--- config.mk ---
export PLATFORM = sky130hd
export DESIGN_NAME = nexys_starship_damage_sched_flat
export DESIGN_NICKNAME = d
export VERILOG_FILES = /design/src/rtl/nexys_starship_damage_sched_if.sv /design/src/rtl/nexys_starship_damage_sched.sv /design/src/flat_wrapper.sv
export SDC_FILE = /design/constraint.sdc
export NUM_CORES = 1
export LEC_CHECK = 0
export ABC_AREA = 1
export CORE_ASPECT_RATIO = 2
export CORE_MARGIN = 1
export CORE_UTILIZATION = 25
export CTS_BUF_LIST = sky130_fd_sc_hd__clkbuf_4 sky130_fd_sc_hd__clkbuf_8
export DETAILED_ROUTE_END_ITERATION = 16
export DONT_BUFFER_PORTS = 1
export GPL_TIMING_DRIVEN = 1
export SYNTH_ARGS = -nofsm -noshare
export SYNTH_HDL_FRONTEND = slang
export SYNTH_SLANG_ARGS = --single-unit
export TNS_END_PERCENT = 1
--- constraint.sdc ---
create_clock -name Clk -period 2.2 [get_ports Clk]
set_input_delay 0 -clock Clk [delete_from_list [all_inputs] [get_ports Clk]]
set_output_delay 0 -clock Clk [all_outputs]
set_load 0.02 [all_outputs]
--- src/rtl/nexys_starship_damage_sched_if.sv ---
// Signal bundle between the game controller and the damage scheduler.
// The master drives game controls and station status; the slave answers with break commands and state flags.
interface nexys_starship_damage_sched_if;
  logic       play_flag;
  logic       gameover_ctrl;
  logic       timer_tick;
  logic [3:0] broken;
  logic [3:0] break_req;
  logic [3:0] random_hex;
  logic [2:0] level;
  logic       all_broken;
  logic       q_Idle;
  logic       q_Run;
  logic       q_Issue;

  modport master (
    output play_flag, gameover_ctrl, timer_tick, broken,
    input  break_req, random_hex, level, all_broken, q_Idle, q_Run, q_Issue
  );

  modport slave (
    input  play_flag, gameover_ctrl, timer_tick, broken,
    output break_req, random_hex, level, all_broken, q_Idle, q_Run, q_Issue
  );
endinterface

--- src/rtl/nexys_starship_damage_sched.sv ---
// Damage scheduler: picks when and which starship station breaks, plus its repair combo.
// Define STARSHIP_LEVEL_RAMP_EN to build the level counter and the shrinking break interval.
//
// state   | meaning
// S_IDLE  | waiting for play_flag; counters, level and combo cleared
// S_RUN   | counting down timer ticks to the next break
// S_ISSUE | one-cycle break_req pulse, then reload countdown
module nexys_starship_damage_sched #(
  parameter logic [3:0] INTERVAL_INIT = 4'd8,
  parameter logic [3:0] INTERVAL_MIN  = 4'd2,
  parameter logic [7:0] LEVEL_TICKS   = 8'd32,
  parameter logic [7:0] LFSR_SEED     = 8'hA5
) (
  input logic Clk,
  input logic Reset,
  nexys_starship_damage_sched_if.slave bus
);

  typedef enum logic [2:0] {
    S_IDLE  = 3'b001,
    S_RUN   = 3'b010,
    S_ISSUE = 3'b100
  } state_t;

  state_t     r_state;
  state_t     w_state_next;
  logic [3:0] r_countdown;
  logic [3:0] r_break_req;
  logic [3:0] r_random_hex;
  logic [7:0] r_lfsr;
  logic [3:0] w_interval;
  logic [3:0] w_target;
  logic [2:0] w_level;
  logic       w_lfsr_fb;

  assign w_lfsr_fb = r_lfsr[7] ^ r_lfsr[5] ^ r_lfsr[4] ^ r_lfsr[3];

`ifdef STARSHIP_LEVEL_RAMP_EN
  logic [7:0] r_tick_cnt;
  logic [2:0] r_level;
  logic [4:0] w_level_sum;

  // 5-bit sum keeps the floor test from wrapping when level exceeds INTERVAL_INIT
  assign w_level_sum = {2'b00, r_level} + {1'b0, INTERVAL_MIN};
  assign w_interval  = (w_level_sum >= {1'b0, INTERVAL_INIT}) ? INTERVAL_MIN
                                                               : INTERVAL_INIT - {1'b0, r_level};
  assign w_level     = r_level;

  always_ff @(posedge Clk or posedge Reset) begin
    if (Reset) begin
      r_tick_cnt <= 8'd0;
      r_level    <= 3'd0;
    end else if (w_state_next == S_IDLE) begin
      r_tick_cnt <= 8'd0;
      r_level    <= 3'd0;
    end else if (bus.timer_tick && (r_state != S_IDLE)) begin
      if (r_tick_cnt == LEVEL_TICKS - 8'd1) begin
        r_tick_cnt <= 8'd0;
        if (r_level != 3'd7) r_level <= r_level + 3'd1;
      end else begin
        r_tick_cnt <= r_tick_cnt + 8'd1;
      end
    end
  end
`else
  assign w_interval = INTERVAL_INIT;
  assign w_level    = 3'd0;
`endif

  // First free station scanning upward from lfsr[1:0]; lowest offset wins.
  always_comb begin
    logic [1:0] idx;
    idx      = 2'd0;
    w_target = 4'b0000;
    for (int k = 3; k >= 0; k--) begin
      idx = r_lfsr[1:0] + k[1:0];
      if (!bus.broken[idx]) w_target = 4'b0001 << idx;
    end
  end

  always_comb begin
    w_state_next = r_state;
    case (r_state)
      S_IDLE:  if (bus.play_flag) w_state_next = S_RUN;
      S_RUN: begin
        if (bus.gameover_ctrl)                                w_state_next = S_IDLE;
        else if ((r_countdown == 4'd0) && (bus.broken != 4'hF)) w_state_next = S_ISSUE;
      end
      S_ISSUE: w_state_next = bus.gameover_ctrl ? S_IDLE : S_RUN;
      default: w_state_next = S_IDLE;
    endcase
  end

  always_ff @(posedge Clk or posedge Reset) begin
    if (Reset) r_state <= S_IDLE;
    else       r_state <= w_state_next;
  end

  always_ff @(posedge Clk or posedge Reset) begin
    if (Reset) begin
      r_countdown  <= 4'd0;
      r_break_req  <= 4'd0;
      r_random_hex <= 4'd0;
      r_lfsr       <= LFSR_SEED;
    end else begin
      r_lfsr      <= {r_lfsr[6:0], w_lfsr_fb};
      r_break_req <= 4'd0;
      if (w_state_next == S_IDLE) begin
        r_countdown  <= 4'd0;
        r_random_hex <= 4'd0;
      end else if (r_state == S_IDLE) begin
        r_countdown <= INTERVAL_INIT;
      end else if (r_state == S_ISSUE) begin
        r_countdown <= w_interval;
      end else begin
        if (w_state_next == S_ISSUE) begin
          r_break_req  <= w_target;
          r_random_hex <= r_lfsr[7:4];
        end
        if (bus.timer_tick && (r_countdown != 4'd0)) r_countdown <= r_countdown - 4'd1;
      end
    end
  end

  assign bus.break_req  = r_break_req;
  assign bus.random_hex = r_random_hex;
  assign bus.level      = w_level;
  assign bus.all_broken = (r_state == S_RUN) && (bus.broken == 4'hF);
  assign bus.q_Idle     = (r_state == S_IDLE);
  assign bus.q_Run      = (r_state == S_RUN);
  assign bus.q_Issue    = (r_state == S_ISSUE);

endmodule

--- src/flat_wrapper.sv ---
// flat-port wrapper written by rule: the top's interface ports become plain ports
module nexys_starship_damage_sched_flat 
#(
  parameter logic [3:0] INTERVAL_INIT = 4'd8,
  parameter logic [3:0] INTERVAL_MIN  = 4'd2,
  parameter logic [7:0] LEVEL_TICKS   = 8'd32,
  parameter logic [7:0] LFSR_SEED     = 8'hA5
)
  (Clk, Reset, bus_play_flag, bus_gameover_ctrl, bus_timer_tick, bus_broken, bus_break_req, bus_random_hex, bus_level, bus_all_broken, bus_q_Idle, bus_q_Run, bus_q_Issue);
  nexys_starship_damage_sched_if bus_i ();
  input logic Clk;
  input logic Reset;
  input wire logic [$bits(bus_i.play_flag)-1:0] bus_play_flag;
  input wire logic [$bits(bus_i.gameover_ctrl)-1:0] bus_gameover_ctrl;
  input wire logic [$bits(bus_i.timer_tick)-1:0] bus_timer_tick;
  input wire logic [$bits(bus_i.broken)-1:0] bus_broken;
  output wire logic [$bits(bus_i.break_req)-1:0] bus_break_req;
  output wire logic [$bits(bus_i.random_hex)-1:0] bus_random_hex;
  output wire logic [$bits(bus_i.level)-1:0] bus_level;
  output wire logic [$bits(bus_i.all_broken)-1:0] bus_all_broken;
  output wire logic [$bits(bus_i.q_Idle)-1:0] bus_q_Idle;
  output wire logic [$bits(bus_i.q_Run)-1:0] bus_q_Run;
  output wire logic [$bits(bus_i.q_Issue)-1:0] bus_q_Issue;
  assign bus_i.play_flag = bus_play_flag;
  assign bus_i.gameover_ctrl = bus_gameover_ctrl;
  assign bus_i.timer_tick = bus_timer_tick;
  assign bus_i.broken = bus_broken;
  assign bus_break_req = bus_i.break_req;
  assign bus_random_hex = bus_i.random_hex;
  assign bus_level = bus_i.level;
  assign bus_all_broken = bus_i.all_broken;
  assign bus_q_Idle = bus_i.q_Idle;
  assign bus_q_Run = bus_i.q_Run;
  assign bus_q_Issue = bus_i.q_Issue;
  nexys_starship_damage_sched #(.INTERVAL_INIT(INTERVAL_INIT), .INTERVAL_MIN(INTERVAL_MIN), .LEVEL_TICKS(LEVEL_TICKS), .LFSR_SEED(LFSR_SEED)) u_core (.Clk(Clk), .Reset(Reset), .bus(bus_i));
endmodule
# Word-level counts from Yosys, hierarchy flattened
# Cells that the tools add are included.
[totals]
reg_bits = 23
latch_bits = 0
mem_bits_rw = 0
mem_bits_ro = 0
inputBits = 9
output_inout_bits = 15
mem_count = 0
[classes]
add_sub_neg = 4
mul = 0
div_mod_pow = 0
order_cmp = 4
n_eq_ne = 9
n_shift = 4
n_mux = 29
bitwise = 3
reduce_logical = 8
[op_table]
columns = ["cell", "n"]
rows = [
  ["two-way mux 4 bit", 16],
  ["left shift 1 x 2 -> 4 bit (first input constant)", 4],
  ["less-than comparator 2 x 3 -> 1 bit (second input constant)", 4],
  ["two-way mux 3 bit", 3],
  ["case mux 3 bit (3 select lines)", 1],
  ["binary-select mux 1 bit (select 2 bit)", 4],
  ["nonzero test 4 bit", 2],
  ["equality test 3 x 1 -> 1 bit (second input constant)", 2],
  ["equality test 3 bit (second input constant)", 2],
  ["adder 2 bit (second input constant)", 2],
  ["equality test 4 bit (second input constant)", 1],
  ["zero test 4 bit", 1],
  ["two-way mux 1 bit", 4],
  ["!= test 2 x 1 -> 1 bit (second input constant)", 2],
  ["!= test 4 bit (second input constant)", 1],
  ["subtractor 4 x 1 -> 4 bit (second input constant)", 1],
  ["equality test 3 x 2 -> 1 bit (second input constant)", 1],
  ["logical AND 1 bit", 3],
  ["AND reduction 3 bit", 1],
  ["bitwise XOR 1 bit", 3],
  ["adder 2 x 1 -> 2 bit (second input constant)", 1],
  ["two-way mux 2 bit", 1],
  ["nonzero test 2 bit", 1],
]

# Logic depth before layout (Yosys ltp)
# Gate-level depths: netlist of run 1.
[depth]
depth_word = 11
ltp_mapped = 9
ltp_nobuf = 9

# Least setup slack after synthesis of run 1
# No wires, ideal clock.
[synth_timing]
path_type = "reg2reg"
start = "register u_core.r_lfsr[0]"
end = "register u_core.r_break_req[0] (netlist: u_core.bus.break_req[0])"
setup_time_ps = 73
arrival_ps = 1527
slack_ps = 600
stages_incl_launch_ff = 10
path_buffers = 0
path_cell_list = "dfstp_2 > inv_2 > ha_1 > inv_1 > nand3_2 > nand2_2 > nand2_1 > nand2_1 > nand3_2 > a21oi_2"
[synth_between]
elab_chain_len = 11
word_cells_on_any_way = 23
cone_classes = "add/sub: 3; shift: 4; mux: 16"
[synth_lines]
columns = ["element", "line", "source"]
rows = [
  ["from (decl)", "nexys_starship_damage_sched.sv:30", "logic [7:0] r_lfsr;"],
  ["from (signal assigned)", "nexys_starship_damage_sched.sv:106", "r_lfsr <= {r_lfsr[6:0], w_lfsr_fb};"],
  ["adder 2 bit", "nexys_starship_damage_sched.sv:76", "idx = r_lfsr[1:0] + k[1:0];"],
  ["binary-select mux 1 bit (select 2 bit)", "nexys_starship_damage_sched.sv:77", "if (!bus.broken[idx]) w_target = 4'b0001 << idx;"],
  ["two-way mux 1 bit (implied by the code)", "nexys_starship_damage_sched.sv:77", ""],
  ["two-way mux 4 bit (3 in series)", "nexys_starship_damage_sched.sv:77", ""],
  ["two-way mux 4 bit *", "nexys_starship_damage_sched.sv:77", ""],
  ["two-way mux 4 bit *", "nexys_starship_damage_sched.sv:116", "if (w_state_next == S_ISSUE) begin"],
  ["two-way mux 4 bit *", "nexys_starship_damage_sched.sv:113", "end else if (r_state == S_ISSUE) begin"],
  ["two-way mux 4 bit *", "nexys_starship_damage_sched.sv:111", "end else if (r_state == S_IDLE) begin"],
  ["two-way mux 4 bit *", "nexys_starship_damage_sched.sv:108", "if (w_state_next == S_IDLE) begin"],
  ["to (signal assigned)", "nexys_starship_damage_sched.sv:117", "r_break_req <= w_target;"],
  ["to (decl)", "nexys_starship_damage_sched.sv:28", "logic [3:0] r_break_req;"],
]
# Every way passes the cells marked *; elsewhere a longest branch is shown, timed or not. The select of a mux whose other input is x is not followed.
# A chain may end at the register's enable or synchronous reset.

# Worst setup path in the final report of run 1
[layout_timing]
start = "register u_core.r_lfsr[0]"
end = "register u_core.r_break_req[2] (netlist: u_core.bus.break_req[2])"
# The elaborated chain is that of the path after synthesis.

==> summary.json, run 1 <==
{
  "total_via_count_after_detailed_routing": 971,
  "finalWorstSetupSlack_ns": 0.481,
  "slowest_stage": "sky130_fd_sc_hd__dfstp_2",
  "grt_pass1_vias": 982,
  "yosys_warnings": 0,
  "seq_power_share_pct": 49.1,
  "power_switching_mw": 0.327,
  "number_of_sinks_driven_by_the_clock_tree": 23,
  "layout_min_cycle_time_ns": 1.72,
  "finalHoldWorstSlack_ns": 0.0188,
  "synth_top_cells_by_area": "sky130_fd_sc_hd__dfrtp_1 34%, sky130_fd_sc_hd__nand2_1 13%, sky130_fd_sc_hd__dfstp_2 9.8%",
  "first_iter_violations": 9,
  "port_buffers": 0,
  "clock_tree_from_tritoncts": "built",
  "drt-pass1-iter-count": 4,
  "grt_setup_unrepaired": "false",
  "route.detailed.vias_per_inst": 4.41,
  "grt_first_pass_wirelength_um": 4360,
  "ff2ff_setup_slack_ns": 0.48,
  "n_fill_cell": 558,
  "critical_path.startpoint_type": "flip-flop",
  "finalClockSkew_ns": 0.00993,
  "synth-edff-count": 0,
  "totalPowerFinal_mw": 0.982,
  "clk_latency_ns": 0.26,
  "cts.htree.levels": 1,
  "syn-instance-count": 157,
  "number_of_antenna_violations_at_the_first_check_in_global_routing": 0,
  "postSynth.asyncResetShare_pct": 100,
  "cp_data_arrival_time_ns": 1.90,
  "synth_top_area_share_pct": 33.6,
  "crit_path_end": "u_core.bus.break_req[2]",
  "fp.dieW_um": 53.8,
  "pd_cells_nw_per_um2": 670,
  "cts_made_buffers": 3,
  "design.die.area_um2": 5670,
  "insertedDiodeCount": 0,
  "cpPeakStageDelay_ns": 0.61,
  "final_core_util_pct": 28.5,
  "fp-row-count": 37,
  "final.setup.tns_ns": 0,
  "power.static_leakage_nw": 0.730,
  "leading_post_synthesis_cells_by_instance_count": "48 x sky130_fd_sc_hd__nand2_1, 20 x sky130_fd_sc_hd__inv_1, 18 x sky130_fd_sc_hd__dfrtp_1",
  "crit-reg2reg-capture": "u_core.bus.break_req[2]",
  "power_frac_comb_pct": 24.7,
  "grt_util_met3_pct": 2.16,
  "grt.met2_usage_pct": 18.7,
  "clock_power_share_pct": 26.2,
  "run_status": "completed",
  "detail-route-antenna-nets": 0,
  "period_share_pct": 78.1,
  "fmax_mhz": 582,
  "worstMarginPinSlew_ns": 0.837,
  "finalMaxSlewViolations": 0,
  "synth_cell_type_count": 24,
  "slew_headroom_pct": 44.1,
  "mappedNetlistArea_um2": 1340,
  "max_cap_viol_count": 0,
  "grt_use_met1_pct": 9.82,
  "globalRouteOverflowTotal": 0,
  "nets": 178,
  "startpoint_of_the_worst_register_to_register_path": "u_core.r_lfsr[0]",
  "start_util_pct": 26.1,
  "die_h_um": 106,
  "post-synth-top-count-cell": "sky130_fd_sc_hd__nand2_1",
  "placeableCoreArea_um2": 5140,
  "grt_max_degree": 24,
  "cp_cell_sequence": "inv_2, ha_1, inv_1, nand3_2, nand2_2, nand2_1, nand2_1, nand3_2, a21oi_2",
  "syn_to_final_growth_pct": 9.43,
  "hold_depth": 3,
  "grt_use_total_pct": 10.4,
  "timing.critical_path.fanout_max": 8,
  "synth.ff_latch_count": 23,
  "worst-endpoint-required_ns": 2.39,
  "path_clk_slew_ns": 0.09,
  "drc_violation_count_after_routing": 0,
  "switching_share_pct": 33.3,
  "route.final.wire_length_um": 2440,
  "endpoint_kind": "flip-flop",
  "worstSetupStartpoint": "u_core.r_lfsr[0]",
  "synth_top_area_cell": "sky130_fd_sc_hd__dfrtp_1",
  "syn_avg_cell_area_um2": 8.54,
  "report.final.setup_viol": 0,
  "intPower_mw": 0.656,
  "final_hold_viol_count": 0,
  "ir_worst_vdd_v": 0.000337,
  "gp_congestion": 0.838,
  "routedWlPerCell_um": 11.1,
  "dp_hpwl_um": 2060,
  "worstSetupPathType": "flip-flop to flip-flop",
  "seq_area_frac_synth_pct": 43.4,
  "placement.setup.worst_slack_ns": 0.482,
  "worst_r2r_path_depth": 9,
  "drive_gt1_share_pct": 24.1,
  "busiest_layer": "met2",
  "cts.path.max_buffers": 2,
  "timing.hold.worst.class": "primary input to flip-flop",
  "synth_top_flop_cell": "sky130_fd_sc_hd__dfrtp_1",
  "clockRootBuffer": "sky130_fd_sc_hd__clkbuf_8",
  "floorplan.io_pins": 24
}
metrics by stage:
step                      cells  area (um2)
final                       220        1470
after floorplan             159        1350
after detailed placement    214        1400
after global placement      214        1400
after global routing        220        1470
after CTS                   220        1470
cell type report:
cell class                 count  area [um2]  area share [%]
multi-input combinational    109         653            44.5
tap                           58        72.6            4.95
timing repair buffer           2        20.0            1.37
sequential                    23         582            39.7
clock inverter                 1        7.51           0.512
clock buffer                   3        41.3            2.82
inverter                      24        90.1            6.14
registers in the layout, indices dropped and copies added, names as in the netlist:
| signal | flops |
|---|---|
| u_core.bus.break_req | 4 |
| u_core.bus.random_hex | 4 |
| u_core.r_countdown | 4 |
| u_core.r_lfsr | 8 |
| u_core.r_state | 3 |
metal layers:
metal  up-vias  share of wire [%]
li1        491                  -
met1       452                 33
met2        24                 58
met3         4                6.2
met4         0                3.2
met5         -                  0
layout by cell type (no fill, tap or decap):
cell type	Yosys	final
sky130_fd_sc_hd__o21ai_0	1	1
sky130_fd_sc_hd__inv_2	4	4
sky130_fd_sc_hd__xor2_1	3	3
sky130_fd_sc_hd__conb_1	1	3
sky130_fd_sc_hd__clkbuf_8	0	3
sky130_fd_sc_hd__nand3_1	6	6
sky130_fd_sc_hd__nand2_1	48	48
sky130_fd_sc_hd__dfstp_2	5	5
sky130_fd_sc_hd__or2_2	2	2
sky130_fd_sc_hd__inv_1	20	20
sky130_fd_sc_hd__ha_1	6	6
sky130_fd_sc_hd__clkinvlp_4	0	1
sky130_fd_sc_hd__a21oi_2	4	4
sky130_fd_sc_hd__dlygate4sd3_1	0	2
sky130_fd_sc_hd__nor2_8	1	1
sky130_fd_sc_hd__nor3b_1	1	1
sky130_fd_sc_hd__xnor2_1	2	2
sky130_fd_sc_hd__dfrtp_1	18	18
sky130_fd_sc_hd__nor3_1	1	1
sky130_fd_sc_hd__o21ai_4	1	1
sky130_fd_sc_hd__nand4_1	2	2
sky130_fd_sc_hd__a21oi_1	6	6
sky130_fd_sc_hd__nand2_2	6	6
sky130_fd_sc_hd__nor2_1	4	4
sky130_fd_sc_hd__nor2_2	1	1
sky130_fd_sc_hd__nand3_2	11	11
logic make-up (layout without fill, tap and decap cells):
kind of cell,after synthesis,after routing,share of synthesized area [%]
flip-flops,23,23,43.4
XOR/XNOR,5,5,3.27
AO/OA/AOI/OAI,12,12,6.44
buffers and inverters,27,30,8.40
adder cells (fa/ha/maj),6,6,5.60
other,1,3,0.280
AND/OR/NAND/NOR,83,83,32.6
critical path: cells and delay by family, from the launching register on:
kind / cells / cell delay [ns]
AND/OR/NAND/NOR: 5 / 0.35
flip-flops: 1 / 0.61
adder cells (fa/ha/maj): 1 / 0.39
AO/OA/AOI/OAI: 1 / 0.11
buffers and inverters: 2 / 0.19
worst min path at each step:
stage	slack, ns	end	from
global route	0.04	u_core.r_state[1]	bus_gameover_ctrl
CTS	0.009	u_core.r_countdown[1]	bus_timer_tick
finish	0.02	u_core.r_countdown[1]	bus_timer_tick
detailed placement	0.11	u_core.r_countdown[2]	Reset
floorplan	-0.002	u_core.bus.break_req[0]	Reset
global placement	0.11	u_core.r_lfsr[1]	Reset
timing repair:
item,in CTS,in global routing
gates resized for setup,0,0
hold buffers,2,0
setup buffers,0,0
hold endpoints to repair,23,0
power groups by stage:
| stage | Combinational [mW] | Clock [mW] | Sequential (mW) |
|---|---|---|---|
| after CTS | 0.249 | 0.271 | 0.482 |
| final | 0.243 | 0.258 | 0.482 |
| after global routing | 0.282 | 0.291 | 0.486 |
| after floorplan | 0.211 | 0 | 0.485 |
| after detailed placement | 0.245 | 0 | 0.490 |
| after global placement | 0.243 | 0 | 0.491 |
Note: power is estimated with default switching activity, not from simulation.
==> run 2: changes to the inputs <==
==> constraint.sdc (replaced) <==
create_clock -name Clk -period 1.6 [get_ports Clk]
set_input_delay 0 -clock Clk [delete_from_list [all_inputs] [get_ports Clk]]
set_output_delay 0 -clock Clk [all_outputs]
set_load 0.02 [all_outputs]
==> run 2 against run 1 <==
Effect of this change: worst hold slack about the same; cell count increased by 2.3%; worst setup slack got worse by 0.36 ns; critical path type unchanged; non-clock buffer count increased by 5; largest cell class unchanged; register-to-register slack got worse by 0.36 ns; via count increased by 3.5%; clock-buffer cell count unchanged; sequential power increased by 38%; sequential cell count unchanged.
==> summary.json, run 2 (same netlist as run 1, synthesis figures left out) <==
{
  "placeableCoreArea": {"value": 5140, "unit": "um2", "change": "unchanged"},
  "finalHoldWorstSlack": {"value": 0.0188, "unit": "ns", "change": "-0.0000809 ns"},
  "report.final.setup_viol": {"value": 0, "change": "unchanged"},
  "totalPowerFinal": {"value": 1.36, "unit": "mW", "change": "+38%"},
  "largest_reg_flops": {"value": 8, "change": "unchanged"},
  "drive_gt1_share": {"value": 28.7, "unit": "%", "change": "+4.7 points"},
  "crit_path_end": "u_core.bus.break_req[0]",
  "layout_min_cycle_time": {"value": 1.48, "unit": "ns", "change": "-0.238 ns"},
  "path_clk_slew": {"value": 0.09, "unit": "ns", "change": "about the same"},
  "first_iter_violations": {"value": 12, "change": "+3"},
  "detail-route-antenna-nets": {"value": 0, "change": "unchanged"},
  "top_register": "u_core.r_lfsr",
  "dp_hpwl": {"value": 2060, "unit": "um", "change": "-0.39%"},
  "run_status": "completed",
  "floorplan.io_pins": {"value": 24, "change": "unchanged"},
  "max_cap_viol_count": {"value": 0, "change": "unchanged"},
  "die_h": {"value": 106, "unit": "um", "change": "unchanged"},
  "cp_data_arrival_time": {"value": 1.67, "unit": "ns", "change": "-0.23 ns"},
  "ff2ff_setup_slack": {"value": 0.12, "unit": "ns", "change": "-0.36 ns"},
  "layout_commonest_cell": "sky130_fd_sc_hd__nand2_1",
  "gp_congestion": {"value": 0.868, "change": "+3.6%"},
  "m1WireLength": {"value": 906, "unit": "um", "change": "+13%"},
  "postPlaceCellArea": {"value": 1440, "unit": "um2", "change": "+2.7%"},
  "nets": {"value": 183, "change": "+2.8%"},
  "startpoint_of_the_worst_register_to_register_path": "u_core.r_lfsr[0]",
  "grt_use_total": {"value": 10.7, "unit": "%", "change": "+0.34 points"},
  "cts_post_setup_buffers_inserted": {"value": 0, "change": "unchanged"},
  "syn_to_final_growth_pct": 13.7,
  "port_buffers": {"value": 0, "change": "unchanged"},
  "wire_length_on_met2": {"value": 1450, "unit": "um", "change": "+2.8%"},
  "topRoutingLayerUsed": "met4",
  "insertedDiodeCount": {"value": 0, "change": "unchanged"},
  "cts_made_buffers": {"value": 3, "change": "unchanged"},
  "worst_r2r_path_depth": {"value": 9, "change": "unchanged"},
  "layout.cells.most_common_list": "45 x sky130_fd_sc_hd__nand2_1, 20 x sky130_fd_sc_hd__inv_1, 18 x sky130_fd_sc_hd__dfrtp_1, 11 x sky130_fd_sc_hd__nand3_2, 9 x sky130_fd_sc_hd__nand2_2",
  "cts.path.max_buffers": {"value": 2, "change": "unchanged"},
  "placement.setup.worst_slack": {"value": 0.0323, "unit": "ns", "change": "-0.450 ns"},
  "drt-pass1-iter-count": {"value": 4, "change": "unchanged"},
  "final.setup.tns": {"value": 0, "unit": "ns", "change": "unchanged"},
  "final_hold_viol_count": {"value": 0, "change": "unchanged"},
  "n_fill_cell": {"value": 545, "change": "-2.3%"},
  "crit-reg2reg-capture": "u_core.bus.break_req[0]",
  "globalRouteOverflowTotal": {"value": 0, "change": "unchanged"},
  "start_util": {"value": 26.1, "unit": "%", "change": "unchanged"},
  "grt_max_degree": {"value": 24, "change": "unchanged"},
  "drc_violation_count_after_routing": {"value": 0, "change": "unchanged"},
  "route.detailed.vias_per_inst": {"value": 4.47, "change": "+1.2%"},
  "critical_path.startpoint_type": "flip-flop",
  "cts.htree.levels": {"value": 1, "change": "unchanged"},
  "grt_setup_unrepaired": "false",
  "total_via_count_after_detailed_routing": {"value": 1005, "change": "+3.5%"},
  "grt_pass1_vias": {"value": 1060, "change": "+7.9%"},
  "number_of_sinks_driven_by_the_clock_tree": {"value": 23, "change": "unchanged"},
  "endpoint_kind": "flip-flop",
  "route.final.wire_length": {"value": 2540, "unit": "um", "change": "+4.0%"},
  "ir_worst_vdd": {"value": 0.000560, "unit": "V", "change": "+66%"},
  "power.static_leakage": {"value": 0.756, "unit": "nW", "change": "+3.5%"},
  "post-place-cells": {"value": 219, "change": "+2.3%"},
  "final_core_util": {"value": 29.7, "unit": "%", "change": "+1.1 points"},
  "number_of_antenna_violations_at_the_first_check_in_global_routing": {"value": 0, "change": "unchanged"},
  "period_share": {"value": 92.6, "unit": "%", "change": "+14 points"},
  "grt_first_pass_wirelength": {"value": 4510, "unit": "um", "change": "+3.5%"},
  "met3_wirelength": {"value": 129, "unit": "um", "change": "-15%"},
  "fp.dieW": {"value": 53.8, "unit": "um", "change": "unchanged"},
  "finalClockSkew": {"value": 0.00744, "unit": "ns", "change": "-0.00249 ns"},
  "finalWorstSetupSlack": {"value": 0.119, "unit": "ns", "change": "-0.362 ns"},
  "clk_latency": {"value": 0.26, "unit": "ns", "change": "about the same"},
  "timing.critical_path.fanout_max": {"value": 4, "change": "-4"},
  "timing.hold.worst.class": "primary input to flip-flop",
  "worstSetupPathType": "flip-flop to flip-flop",
  "clock_tree_from_tritoncts": "built",
  "finalMaxSlewViolations": {"value": 0, "change": "unchanged"},
  "pd_cells": {"value": 893, "unit": "nW/um2", "change": "+33%"},
  "finalNonFillerCells": {"value": 225, "change": "+2.3%"},
  "clockRootBuffer": "sky130_fd_sc_hd__clkbuf_8",
  "routedWlPerCell": {"value": 11.3, "unit": "um", "change": "+1.7%"},
  "stdcell_area": {"value": 1520, "unit": "um2", "change": "+3.9%"},
  "fp-row-count": {"value": 37, "change": "unchanged"},
  "design.die.area": {"value": 5670, "unit": "um2", "change": "unchanged"},
  "fmax": {"value": 675, "unit": "MHz", "change": "+16%"},
  "worstSetupStartpoint": "u_core.r_lfsr[0]",
  "worst-endpoint-required": {"value": 1.79, "unit": "ns", "change": "-0.60 ns"}
}
[run 2: what timing repair did]
item	4_1_cts	5_1_grt
gates resized for setup	0	5
hold endpoints to repair	27	0
hold buffers	2	0
setup endpoints to repair	0	4
[run 2: critical path, stage by stage, from the launching register on]
cell                      delay (ns)
sky130_fd_sc_hd__dfstp_2        0.54
sky130_fd_sc_hd__inv_2          0.05
sky130_fd_sc_hd__ha_4           0.26
sky130_fd_sc_hd__inv_1          0.07
sky130_fd_sc_hd__nand3_2        0.07
sky130_fd_sc_hd__nand2_2        0.11
sky130_fd_sc_hd__nand2_1        0.07
sky130_fd_sc_hd__nand2_2        0.06
sky130_fd_sc_hd__nand3_2        0.06
sky130_fd_sc_hd__a21oi_2        0.11
[run 2: cell type report]
cell class                 count  area, um2  share of cell area, %
sequential                    23        582                   38.2
inverter                      24       90.1                   5.91
timing repair buffer           7       57.6                   3.78
clock buffer                   3       41.3                   2.71
tap                           58       72.6                   4.76
clock inverter                 1       7.51                  0.493
multi-input combinational    109        673                   44.2
[run 2: per-layer routing]
layer | vias up | track usage, %
met5 | - | 0
met1 | 481 | 10.0
li1 | 503 | -
met3 | 2 | 2.45
met2 | 19 | 19.8
met4 | 0 | 5.26
[run 2: worst min path at each step]
stage | endpoint | slack (ns) | from | cells past startpoint
after floorplan | u_core.bus.break_req[0] | -0.002 | Reset | 1
after CTS | u_core.r_countdown[1] | 0.02 | bus_timer_tick | 3
final | u_core.r_countdown[1] | 0.02 | bus_timer_tick | 3
after global routing | u_core.r_state[1] | 0.03 | bus_gameover_ctrl | 2
after detailed placement | u_core.r_lfsr[1] | -0.05 | Reset | 2
after global placement | u_core.r_lfsr[1] | -0.04 | Reset | 2
[run 2: report_power, final]
part / total (mW) / switching, mW / internal (mW)
Clock: 0.357 / 0.182 / 0.176
Combinational: 0.340 / 0.241 / 0.0985
Sequential: 0.663 / 0.0334 / 0.630
==> run 3: changes to the inputs <==
--- a/config.mk
+++ b/config.mk
@@ -13,6 +13,7 @@
 export DETAILED_ROUTE_END_ITERATION = 16
 export DONT_BUFFER_PORTS = 1
 export GPL_TIMING_DRIVEN = 1
+export REMOVE_ABC_BUFFERS = 1
 export SYNTH_ARGS = -nofsm -noshare
 export SYNTH_HDL_FRONTEND = slang
 export SYNTH_SLANG_ARGS = --single-unit
==> run 3 against run 2 <==
Effect of this change: clock power is essentially flat; first-iteration DRC count is 8.3% lower; sequential power about the same; core utilization hardly changed; critical endpoint is now u_core.bus.random_hex[1]; sequential cell count unchanged; critical path depth decreased by 2; clock-buffer cell count unchanged; critical path type unchanged; clock skew shrank 0.0015 ns; worst setup slack better by 0.018 ns; largest cell class unchanged.
==> summary.json, run 3 (same netlist as run 1, synthesis figures left out) <==
{
  "route.final.wire_length": {"value": 2550, "unit": "um", "change": "+0.31%"},
  "die_h": {"value": 106, "unit": "um", "change": "unchanged"},
  "run_status": "completed",
  "n_fill_cell": {"value": 551, "change": "+1.1%"},
  "timing.hold.worst.class": "primary input to flip-flop",
  "routedWlPerCell": {"value": 11.3, "unit": "um", "change": "+0.31%"},
  "top_register": "u_core.r_lfsr",
  "globalRouteOverflowTotal": {"value": 0, "change": "unchanged"},
  "insertedDiodeCount": {"value": 0, "change": "unchanged"},
  "clockRootBuffer": "sky130_fd_sc_hd__clkbuf_8",
  "timing.critical_path.fanout_max": {"value": 5, "change": "+1"},
  "grt_use_total": {"value": 10.4, "unit": "%", "change": "-0.33 points"},
  "total_via_count_after_detailed_routing": {"value": 1007, "change": "+0.20%"},
  "ir_worst_vdd": {"value": 0.000371, "unit": "V", "change": "-34%"},
  "largest_reg_flops": {"value": 8, "change": "unchanged"},
  "placement.setup.worst_slack": {"value": -0.00432, "unit": "ns", "change": "-0.0366 ns"},
  "finalClockSkew": {"value": 0.00598, "unit": "ns", "change": "-0.00146 ns"},
  "dp_hpwl": {"value": 2080, "unit": "um", "change": "+0.97%"},
  "layout.cells.most_common_list": "48 x sky130_fd_sc_hd__nand2_1, 20 x sky130_fd_sc_hd__inv_1, 18 x sky130_fd_sc_hd__dfrtp_1, 10 x sky130_fd_sc_hd__nand3_2",
  "finalWorstSetupSlack": {"value": 0.137, "unit": "ns", "change": "+0.0179 ns"},
  "report.final.setup_viol": {"value": 0, "change": "unchanged"},
  "final.setup.tns": {"value": 0, "unit": "ns", "change": "unchanged"},
  "fmax": {"value": 684, "unit": "MHz", "change": "+1.2%"},
  "finalMaxSlewViolations": {"value": 0, "change": "unchanged"},
  "cts.htree.levels": {"value": 1, "change": "unchanged"},
  "number_of_sinks_driven_by_the_clock_tree": {"value": 23, "change": "unchanged"},
  "cp_data_arrival_time": {"value": 1.62, "unit": "ns", "change": "-0.05 ns"},
  "grt_first_pass_wirelength": {"value": 4280, "unit": "um", "change": "-5.2%"},
  "endpoint_kind": "flip-flop",
  "grt_pass1_vias": {"value": 1007, "change": "-5.0%"},
  "worstSetupPathType": "flip-flop to flip-flop",
  "max_cap_viol_count": {"value": 0, "change": "unchanged"},
  "cts_made_buffers": {"value": 3, "change": "unchanged"},
  "area_of_all_sequential_standard_cells": {"value": 582, "unit": "um2", "change": "unchanged"},
  "design.die.area": {"value": 5670, "unit": "um2", "change": "unchanged"},
  "clock_tree_from_tritoncts": "built",
  "drc_violation_count_after_routing": {"value": 0, "change": "unchanged"},
  "clk_latency": {"value": 0.26, "unit": "ns", "change": "about the same"},
  "layout_min_cycle_time": {"value": 1.46, "unit": "ns", "change": "-0.0179 ns"},
  "detail-route-antenna-nets": {"value": 0, "change": "unchanged"},
  "period_share": {"value": 91.4, "unit": "%", "change": "-1.1 points"},
  "route.detailed.vias_per_inst": {"value": 4.48, "change": "+0.20%"},
  "power.static_leakage": {"value": 0.757, "unit": "nW", "change": "about the same"},
  "gp_congestion": {"value": 0.891, "change": "+2.7%"},
  "first_iter_violations": {"value": 11, "change": "-1"},
  "syn_to_final_growth_pct": 13.9,
  "start_util": {"value": 26.1, "unit": "%", "change": "unchanged"},
  "worst-endpoint-required": {"value": 1.76, "unit": "ns", "change": "-0.03 ns"},
  "grt_setup_unrepaired": "false",
  "fp-row-count": {"value": 37, "change": "unchanged"},
  "floorplan.io_pins": {"value": 24, "change": "unchanged"},
  "placeableCoreArea": {"value": 5140, "unit": "um2", "change": "unchanged"},
  "cts.path.max_buffers": {"value": 2, "change": "unchanged"},
  "grt_max_degree": {"value": 24, "change": "unchanged"},
  "pd_cells": {"value": 898, "unit": "nW/um2", "change": "+0.55%"},
  "nets": {"value": 183, "change": "unchanged"},
  "drive_gt1_share": {"value": 26.3, "unit": "%", "change": "-2.4 points"},
  "critical_path.startpoint_type": "flip-flop",
  "finalHoldWorstSlack": {"value": 0.0118, "unit": "ns", "change": "-0.00694 ns"},
  "final_hold_viol_count": {"value": 0, "change": "unchanged"},
  "fp.dieW": {"value": 53.8, "unit": "um", "change": "unchanged"},
  "path_clk_slew": {"value": 0.08, "unit": "ns", "change": "about the same"},
  "area_of_the_multi_input_gates": {"value": 673, "unit": "um2", "change": "unchanged"},
  "port_buffers": {"value": 0, "change": "unchanged"},
  "number_of_antenna_violations_at_the_first_check_in_global_routing": {"value": 0, "change": "unchanged"},
  "layout_commonest_cell": "sky130_fd_sc_hd__nand2_1",
  "drt-pass1-iter-count": {"value": 4, "change": "unchanged"}
}
run 3: changes by cell type in the layout (fill, tap and decap cells not counted), sizes merged:
cell / before / now
dlygate4sd3: 2 / 3
buf: 5 / 4
run 3: worst paths after layout:
| kind | from | end | slack (ns) | cells past startpoint |
|---|---|---|---|---|
| worst min register to register | u_core.r_lfsr[6] | u_core.r_lfsr[7] | 0.38 | 0 |
| max in group asynchronous | Reset | u_core.r_lfsr[7] | 1.11 | 3 |
| worst max-delay path | u_core.r_countdown[0] | u_core.bus.random_hex[1] | 0.14 | 7 |
| min in group asynchronous | Reset | u_core.r_lfsr[1] | 0.21 | 3 |
| worst max register to register | u_core.r_countdown[0] | u_core.bus.random_hex[1] | 0.14 | 7 |
| worst min-delay path | bus_timer_tick | u_core.r_countdown[1] | 0.01 | 3 |
run 3: area by class of cell:
class,count,area share (%)
clock buffer,3,2.70
clock inverter,1,0.492
inverter,24,5.90
multi-input combinational,109,44.1
sequential,23,38.1
tap,58,4.75
timing repair buffer,7,3.93
run 3: power breakdown:
part | total [mW] | switching, mW | internal (mW) | leakage [nW]
registers | 0.662 | 0.0321 | 0.630 | 0.301
clock network | 0.359 | 0.183 | 0.176 | 0.0217
logic | 0.349 | 0.244 | 0.105 | 0.434
total | 1.37 | 0.459 | 0.911 | 0.757
run 3: worst max-delay path: stages (launching register included):
cell and delay [ns]:
sky130_fd_sc_hd__dfrtp_1 0.38, sky130_fd_sc_hd__inv_1 0.12, sky130_fd_sc_hd__ha_1 0.19, sky130_fd_sc_hd__nand4_1 0.25, sky130_fd_sc_hd__nand2_1 0.20, sky130_fd_sc_hd__nand3_4 0.11
sky130_fd_sc_hd__nand2_1 0.07, sky130_fd_sc_hd__nand2_1 0.05
run 3: through the flow:
step | total power [mW] | cells | util [%] | instance area (um2)
after detailed placement | 1.01 | 218 | 27.8 | 1430
after CTS | 1.39 | 224 | 29.2 | 1500
after floorplan | 0.951 | 156 | - | 1330
after global placement | 1.01 | 218 | 27.8 | 1430
final | 1.37 | 225 | 29.7 | 1530
after global routing | 1.46 | 225 | 29.7 | 1530
run 3: layer usage:
metal | up-vias | GRT usage [%] | routed length [um]
li1 | 499 | - | -
met1 | 479 | 9.21 | 878
met2 | 23 | 18.6 | 1440
met3 | 6 | 2.45 | 137
met4 | 0 | 7.33 | 90
met5 | - | 0 | 0
run 3: what timing repair did:
item | in CTS | in global routing
endpoints found under the setup margin | 3 | 7
endpoints found under the hold margin | 28 | 1
pin swaps | 0 | 1
resized for setup | 1 | 2
buffers inserted | 0 | 0
hold buffers | 2 | 1
